### config.mk
export PLATFORM = sky130hd
export DESIGN_NAME = root_square_recon
export DESIGN_NICKNAME = d
export VERILOG_FILES = /design/src/rtl/root_square_recon.sv
export SDC_FILE = /design/constraint.sdc
export NUM_CORES = 1
export LEC_CHECK = 0
export ABC_AREA = 1
export BUFFER_PORTS_ARGS = -buffer_cell sky130_fd_sc_hd__buf_2
export CELL_PAD_IN_SITES_DETAIL_PLACEMENT = 1
export CELL_PAD_IN_SITES_GLOBAL_PLACEMENT = 1
export CORE_UTILIZATION = 25
export CTS_BUF_LIST = sky130_fd_sc_hd__clkbuf_16
export CTS_CLUSTER_DIAMETER = 120
export DETAILED_ROUTE_END_ITERATION = 7
export PLACE_DENSITY_LB_ADDON = 0.05
export SYNTH_ARGS = -nofsm -noshare
export SYNTH_HDL_FRONTEND = slang
export SYNTH_SLANG_ARGS = --single-unit
### constraint.sdc
create_clock -name Clk -period 3.41 [get_ports Clk]
set_input_delay 0.341 -clock Clk [delete_from_list [all_inputs] [get_ports Clk]]
set_output_delay 0.341 -clock Clk [all_outputs]
set_load 0.01 [all_outputs]
### src/rtl/root_square_recon.sv
// Rebuilds a sample from its integer square root and remainder.
// A shift-add multiplier forms root*root, then the remainder is added with saturation.
module root_square_recon #(
    parameter int DW = 8,
    parameter int RW = DW / 2
) (
    input  logic          Clk,
    input  logic          Rst_n,
    input  logic          In_valid,
    output logic          In_ready,
    input  logic [RW-1:0] Root_i,
    input  logic [RW:0]   Rem_i,
    output logic          Out_valid,
    input  logic          Out_ready,
    output logic [DW-1:0] Square_o,
    output logic          Err_o,
    output logic          Busy_o
);

    localparam int CW = (RW > 1) ? $clog2(RW) : 1;

    typedef enum logic [1:0] {
        IDLE = 2'd0,
        MUL  = 2'd1,
        ADD  = 2'd2,
        DONE = 2'd3
    } state_t;

    state_t        state_q, state_d;
    logic [CW-1:0] cnt_q, cnt_d;
    logic [DW:0]   acc_q, acc_d;
    logic [RW-1:0] root_q, root_d;
    logic [RW:0]   rem_q, rem_d;
    logic [DW-1:0] sq_q, sq_d;
    logic          err_q, err_d;

    logic          last_mul;
    logic [DW:0]   partial;
    logic [DW:0]   acc_sum;
    logic          rem_bad;

    assign last_mul = (cnt_q == CW'(RW - 1));
    assign partial  = (DW + 1)'(root_q) << cnt_q;
    assign acc_sum  = acc_q + (DW + 1)'(rem_q);
    assign rem_bad  = (rem_q > {root_q, 1'b0});

    // State register
    always_ff @(posedge Clk or negedge Rst_n) begin
        if (!Rst_n) begin
            state_q <= IDLE;
        end else begin
            state_q <= state_d;
        end
    end

    // Next-state logic
    always_comb begin
        state_d = state_q;
        unique case (state_q)
            IDLE: if (In_valid) state_d = MUL;
            MUL:  if (last_mul) state_d = ADD;
            ADD:  state_d = DONE;
            DONE: if (Out_ready) state_d = IDLE;
            default: state_d = IDLE;
        endcase
    end

    // Output decode from state and result registers
    always_comb begin
        In_ready  = (state_q == IDLE);
        Out_valid = (state_q == DONE);
        Busy_o    = (state_q != IDLE);
        Square_o  = sq_q;
        Err_o     = err_q;
    end

    // Datapath next values: capture, shift-add, remainder add with saturation
    always_comb begin
        cnt_d  = cnt_q;
        acc_d  = acc_q;
        root_d = root_q;
        rem_d  = rem_q;
        sq_d   = sq_q;
        err_d  = err_q;
        unique case (state_q)
            IDLE: begin
                if (In_valid) begin
                    root_d = Root_i;
                    rem_d  = Rem_i;
                    acc_d  = '0;
                    cnt_d  = '0;
                end
            end
            MUL: begin
                if (root_q[cnt_q]) acc_d = acc_q + partial;
                cnt_d = cnt_q + CW'(1);
            end
            ADD: begin
                acc_d = acc_sum;
                err_d = rem_bad | acc_sum[DW];
                sq_d  = acc_sum[DW] ? '1 : acc_sum[DW-1:0];
            end
            default: ;
        endcase
    end

    // Datapath registers
    always_ff @(posedge Clk or negedge Rst_n) begin
        if (!Rst_n) begin
            cnt_q  <= '0;
            acc_q  <= '0;
            root_q <= '0;
            rem_q  <= '0;
            sq_q   <= '0;
            err_q  <= 1'b0;
        end else begin
            cnt_q  <= cnt_d;
            acc_q  <= acc_d;
            root_q <= root_d;
            rem_q  <= rem_d;
            sq_q   <= sq_d;
            err_q  <= err_d;
        end
    end

endmodule
==> impl_metrics.ini, run 1 <==
[sta]
period_share = 0.672
tightestPinTransition_ns = 0.796
setup_tns_ns = 0
postLayoutSetupSlackWorst_ns = 1.12
fmax_mhz = 437
maxSlewHeadroom = 0.469
hold_slack_ns = 0.150
finClkSkew_ns = 0.00606
hold_viol = 0
finalSetupViolCount = 0
min_period_ns = 2.29
rsz0062_at_grt = no
slew_violations = 0

[synthesis]
synth_flop_cell = dfrtp_1
yosysTopAreaCell = dfrtp_1
ys_seq_elements = 31
synth_common_cells = 99 x nand2_1, 38 x inv_1, 31 x dfrtp_1
async_flop_share = 1.00
synth-edff-count = 0
yosysTopAreaCellShare = 0.335
yosysMostFrequentCell = nand2_1
syn_inst = 311
syn_area_um2 = 2320
ys_top_cells_by_area = dfrtp_1 33%, nand2_1 16%, ha_1 11%
yosysSeqAreaShare = 0.335
synth_warnings = 0
syn-num-nets = 347
synth.distinct_cells = 32
syn_area_per_cell_um2 = 7.45

[clock_network]
clkTransAtPathRegs_ns = 0.05
cts_resized = 0
ctsRootBufferMaster = clkbuf_16
cts_sinks = 31
cts_buffer_depth = 2
cts_inserted_buffers = 5
holdBufCountCts = 0
clk_latency_ns = 0.28
tritoncts = done
cts-htree-levels = 2
cts_setup_buffers = 0

[route]
drt-met1-wl_mm = 3.24
vias = 2052
top_layer = met4
dr_wl_met3_um = 116
via_per_inst = 4.61
drc = 0
wl_met2_mm = 2.99
drt_first_iter_violations = 67
wl_mm = 6.41
dr.pass1.iters = 6
drtAntennaViolNets = 0
wl_per_cell_um = 14.4

[floorplan]
core_area_um2 = 8850
row_count = 34
die_w_um = 98.3
die_height_um = 98.3
initial_core_util = 0.262
ioPinCount = 25
dieArea_um2 = 9650

[pwr]
peakVddDrop_mv = 0.292
p_sw_mw = 1.19
clkPwrFrac = 0.201
power_density_nw_per_um2 = 948
p_seq_frac = 0.257
p_int_mw = 1.36
netSwitchingFraction = 0.467
p_leak_nw = 1.48
power_frac_comb = 0.542
power_mw = 2.55

[setup_path]
r2r_slack_ns = 1.12
path_depth = 16
crit_type = flop to flop
rr_endpoint = acc_q[6]
reg2reg_from = cnt_q[0]
endpoint = acc_q[6]
critPathTopFamily = simple AND/OR/NAND/NOR gates
crit_chain = nor2_1, inv_1, nor2_1, ha_1, inv_1, fa_1, inv_1, nand2_1, nand2_1, nand3b_1, nand2_1, nand2_1, nand3_1, nand2_1, nand2_1, nand2_1
crit_path_start_kind = flop
critPathRequiredTime_ns = 3.58
crit_arrival_ns = 2.46
cp_slowest_stage_delay_ns = 0.51
worst-path-buf-inv = 3
end_kind = flop
worstRegToRegCells = 16
crit_top_cell = nand2_1
cpMaxStageDelayCell = dfrtp_1
worstSetupStartpoint = cnt_q[0]
critPathMaxFanout = 12

[run]
maxCapViolations = 0

[finish]
diodes = 0
nets = 372
area_growth_pct = 16.3
utilization = 0.304
drive_gt1_frac = 0.145
final_cells = 445
fin_area_um2 = 2690

[hold_path]
hold_class = primary input to asynchronous set/reset pin

[global_routing]
grt_usage = 0.147
grt_pass1_wl_mm = 10.9
grt_max_degree = 32
grt_antenna_before_repair = 0
grt_pass1_vias = 2137
grt_overflow = 0

[run_status]
outcome = finished clean

[place]
dp_slack_ns = 1.10
gp_congestion = 0.749
portBuffers = 24
dp_hpwl_mm = 5.02
dp.cells = 437
placed_area_um2 = 2530
## cell type report
cell class,count,area [um^2]
flip-flops and latches,31,776
inverters,38,143
clock buffers,5,125
multi-input cells,235,1350
fillers,1110,6160
well taps,108,135
repair buffers,25,128
clock inverters,3,38.8
## power groups by stage
| stage | combinational [mW] | clock, mW | sequential [mW] |
|---|---|---|---|
| 2_1_floorplan | 1.07 | 0 | 0.620 |
| 3_3_place_gp | 1.41 | 0 | 0.668 |
| 3_5_place_dp | 1.42 | 0 | 0.667 |
| 4_1_cts | 1.43 | 0.529 | 0.661 |
| 5_1_grt | 1.61 | 0.545 | 0.683 |
| 6_report | 1.38 | 0.514 | 0.656 |
## flip-flops by register name, summed over array words and instances (netlist names)
name / flops
acc_q: 9
cnt_q: 2
Square_o: 8
root_q: 4
state_q: 2
rem_q: 5
Err_o: 1
## cells in the final DEF, fill, tap and decap left out
cell type	synthesis	routed
nand2_1	99	99
inv_1	38	38
dfrtp_1	31	31
nand3_1	27	27
buf_2	1	24
nor2_1	22	22
ha_1	21	21
a21oi_1	15	15
o21ai_0	14	14
nand3b_1	8	8
clkbuf_16	0	5
mux2_2	4	4
nand3_2	3	3
or2_2	3	3
nand2_4	2	2
o211ai_1	2	2
fa_1	2	2
mux2i_1	1	1
or2_1	1	1
nand4_1	1	1
nand2_2	1	1
nand3_4	1	1
o221ai_1	1	1
a21boi_0	1	1
o21ai_2	1	1
a21oi_2	1	1
nor2_8	1	1
nor3_1	1	1
a22oi_1	1	1
o22ai_1	1	1
clkinv_1	0	1
bufinv_16	0	1
clkinv_2	0	1
buf_4	2	1
## worst reg2reg max path, cell delays in order (launching register included)
cell and delay (ns):
dfrtp_1 0.51, nor2_1 0.15, inv_1 0.07, nor2_1 0.10
ha_1 0.18, inv_1 0.06, fa_1 0.36, inv_1 0.08
nand2_1 0.06, nand2_1 0.14, nand3b_1 0.13, nand2_1 0.08
nand2_1 0.05, nand3_1 0.06, nand2_1 0.05, nand2_1 0.05
nand2_1 0.04
## metal layers
metal | global-route usage | vias up
met4 | 0.0390 | 0
met1 | 0.194 | 967
met5 | 0 | -
met2 | 0.248 | 21
met3 | 0.0265 | 5
li1 | - | 1059
## cell families (layout without fill, tap and decap cells)
kind of cell / count (synthesis) / count (layout) / share of synthesized area
AOI/OAI and AO/OA: 37 / 37 / 0.0897
DFF: 31 / 31 / 0.335
buffers and inverters: 45 / 71 / 0.0832
adders and majority gates: 23 / 23 / 0.131
muxes: 5 / 5 / 0.0238
and+or+nand+nor: 170 / 170 / 0.338
## worst min path at each step
stage	start	end	slack [ns]
global route	Rst_n	acc_q[6]	0.23
finish	Rst_n	acc_q[6]	0.15
CTS	Rst_n	acc_q[6]	0.19
global placement	Rst_n	acc_q[6]	0.48
floorplan	Rst_n	Err_o	0.05
detailed placement	Rst_n	acc_q[6]	0.48
Power figures use the tool's default switching activity.
==> inputs of run 2 (changes only) <==
--- a/config.mk
+++ b/config.mk
@@ -5,7 +5,7 @@
 export SDC_FILE = /design/constraint.sdc
 export NUM_CORES = 1
 export LEC_CHECK = 0
-export ABC_AREA = 1
+export ABC_AREA = 0
 export BUFFER_PORTS_ARGS = -buffer_cell sky130_fd_sc_hd__buf_2
 export CELL_PAD_IN_SITES_DETAIL_PLACEMENT = 1
 export CELL_PAD_IN_SITES_GLOBAL_PLACEMENT = 1
==> constraint.sdc (replaced) <==
create_clock -name Clk -period 1.9 [get_ports Clk]
set_input_delay 0.19 -clock Clk [delete_from_list [all_inputs] [get_ports Clk]]
set_output_delay 0.19 -clock Clk [all_outputs]
set_load 0.01 [all_outputs]
==> run 2 against run 1 <==
Net effect: the flow now finishes with violations (setup timing); sequential power is 81% higher; worst hold slack worse by 0.013 ns; die area is 0.95% higher; flip-flop and latch count stayed put; power grew to 2.7 times the previous value; worst setup slack worse by 1.6 ns; global-route usage is 3.2 points higher; wire length is 21% higher; via count is 12% higher; combinational power grew to 3.4 times the previous value; register-to-register slack worse by 1.6 ns; fmax is 1.8% lower; critical path type unchanged; critical endpoint is now acc_q[8]; highest routed layer unchanged.
==> impl_metrics.ini, run 2 <==
[pwr]
power_density_nw_per_um2 = 1900
power_mw = 6.83
peakVddDrop_mv = 0.576
clkPwrFrac = 0.138
power_frac_comb = 0.688
p_int_mw = 3.89
p_seq_frac = 0.175
p_leak_nw = 1.66
netSwitchingFraction = 0.429
p_sw_mw = 2.93

[hold_path]
hold_class = primary input to flop

[synthesis]
yosysTopAreaCell = dfrtp_1
syn_area_per_cell_um2 = 8.96
synth-edff-count = 0
syn-num-nets = 297
synth_compound_area_frac = 0.225
synth.distinct_cells = 54
yosysSeqAreaShare = 0.332
yosysMostFrequentCell = dfrtp_1
synth_top_family_by_area = compound AO/OA/AOI/OAI gates
synth_common_cells = 31 x dfrtp_1, 27 x nand2_1, 22 x inv_1
synth_flop_cell = dfrtp_1
synth_fa_ha_area_frac = 0.129
ys_top_cells_by_area = dfrtp_1 33%, ha_1 11%, mux2_2 4.3%
synth_warnings = 0
synthXorXnorAreaFrac = 0.0150
synthSimpleGateAreaFrac = 0.182
synth.area.mux_share = 0.0605
ys_seq_elements = 31
syn_inst = 261
yosysTopAreaCellShare = 0.332
syn_area_um2 = 2340
async_flop_share = 1.00

[sta]
postLayoutSetupSlackWorst_ns = -0.432
fmax_mhz = 429
min_period_ns = 2.33
hold_viol = 0
maxSlewHeadroom = 0.767
finalSetupViolCount = 16
slew_violations = 0
finClkSkew_ns = 0.00534
rsz0062_at_grt = yes
period_share = 1.23
tightestPinTransition_ns = 0.349

[global_routing]
grt_antenna_before_repair = 0
grt_overflow = 0
grt_pass1_vias = 2551
grt_pass1_wl_mm = 13.5
grt_max_degree = 20
grt_usage = 0.180

[finish]
nets = 396
mostFrequentLayoutCells = 70 x buf_4, 30 x dfrtp_1, 25 x nand2_1
largest_register_ffs = 9
fill_cells = 1053
final_cells = 469
final_common_cell = buf_4
multi_input_area_um2 = 1690
regArea_um2 = 777
drive_gt1_frac = 0.474
area_growth_pct = 53.9
diodes = 0
regMostFlops = acc_q

[place]
gp_congestion = 0.809
portBuffers = 24
dp_hpwl_mm = 6.01
dp.cells = 449

[setup_path]
critPathTopFamily = simple AND/OR/NAND/NOR gates
crit_arrival_ns = 2.54
critPathRequiredTime_ns = 2.11
crit_chain = mux2i_2, or2_4, fa_2, nand2b_4, a21oi_4, o211ai_1, or4_1, nand4_1
crit_path_start_kind = flop
end_kind = flop
cp_slowest_stage_delay_ns = 0.48
cpMaxStageDelayCell = or4_1
r2r_slack_ns = -0.43
crit_type = flop to flop
worst-path-buf-inv = 0
critPathMaxFanout = 6

[floorplan]
core_area_um2 = 8890
row_count = 34
die_w_um = 98.7
ioPinCount = 25
die_height_um = 98.7
dieArea_um2 = 9740
initial_core_util = 0.263

[clock_network]
cts_buffer_depth = 2
tritoncts = done
clk_latency_ns = 0.28
cts-htree-levels = 2
clkTransAtPathRegs_ns = 0.06
cts_sinks = 31
ctsRootBufferMaster = clkbuf_16
cts_inserted_buffers = 5

[route]
drtAntennaViolNets = 0
drt-met1-wl_mm = 3.75
top_layer = met4
wl_per_cell_um = 16.5
drc = 0
via_per_inst = 4.90
wl_mm = 7.73
drt_first_iter_violations = 51
vias = 2299
dr_wl_met3_um = 144
wl_met2_mm = 3.81
dr.pass1.iters = 4

[run_status]
outcome = finished with violations
violations = setup timing

[run]
maxCapViolations = 0
run 2: cell count changes after synthesis, moves of 6 or more:
cell / change
nand2_1: -72
nand3_1: -18
inv_1: -16
nand3b_1: -8
a21oi_1: -7
o31ai_1: +7
nor2_1: -6
run 2: final timing paths:
path	start	end	cells after the start
worst max register to register	cnt_q[0]	acc_q[8]	8
worst max-delay path	cnt_q[0]	acc_q[8]	8
min in group asynchronous	Rst_n	acc_q[1]	2
worst min register to register	Square_o[3]	Square_o[3]	2
worst min-delay path	Rem_i[1]	rem_q[1]	2
max in group asynchronous	Rst_n	cnt_q[0]	3
run 2: power groups by stage:
stage                     combinational [mW]  clock (mW)  sequential (mW)
after floorplan                         2.25           0             1.18
after global placement                  4.06           0             1.18
after detailed placement                4.09           0             1.19
after CTS                               4.56       0.968             1.20
after global routing                    5.24       0.995             1.24
final                                   4.69       0.941             1.19
run 2: cell families (layout without fill, tap and decap cells):
kind of cell,Yosys count,after routing
AO/OA/AOI/OAI,72,72
AND/OR/NAND/NOR,86,86
multiplexers,13,13
flip-flops,31,31
buffers and inverters,32,132
adder cells (fa/ha/maj),23,23
XOR/XNOR,4,4
run 2: timing repair:
item                                   in CTS  in global routing
buffers inserted                           12                  0
hold buffers                                1                  0
pin swaps                                  21                  7
endpoints found under the hold margin      10                  0
resized for setup                          39                 16
setup endpoints to repair                  16                 19
run 2: per-stage QoR:
step | setup WS, ns | instance area, um^2 | hold slack [ns] | utilization | TNS (ns)
floorplan | -0.466 | 2380 | -0.106 | - | -1.41
global placement | -0.475 | 3110 | 0.131 | 0.349 | -3.53
detailed placement | -0.527 | 3110 | 0.124 | 0.349 | -4.00
CTS | -0.423 | 3520 | 0.133 | 0.396 | -3.68
global route | -0.520 | 3600 | 0.137 | 0.405 | -4.82
finish | -0.432 | 3600 | 0.137 | 0.405 | -3.21
run 2: final cells by class:
type | count | share of cell area
Sequential cell | 31 | 0.216
Clock buffer | 5 | 0.0348
Tap cell | 108 | 0.0376
Inverter | 23 | 0.0240
Multi-Input combinational cell | 198 | 0.470
Timing Repair Buffer | 101 | 0.206
Clock inverter | 3 | 0.0122
run 2: per-layer routing:
layer | vias up | track usage
met3 | 2 | 0.0298
met2 | 20 | 0.316
met1 | 1124 | 0.234
met5 | - | 0
met4 | 0 | 0.0310
li1 | 1153 | -
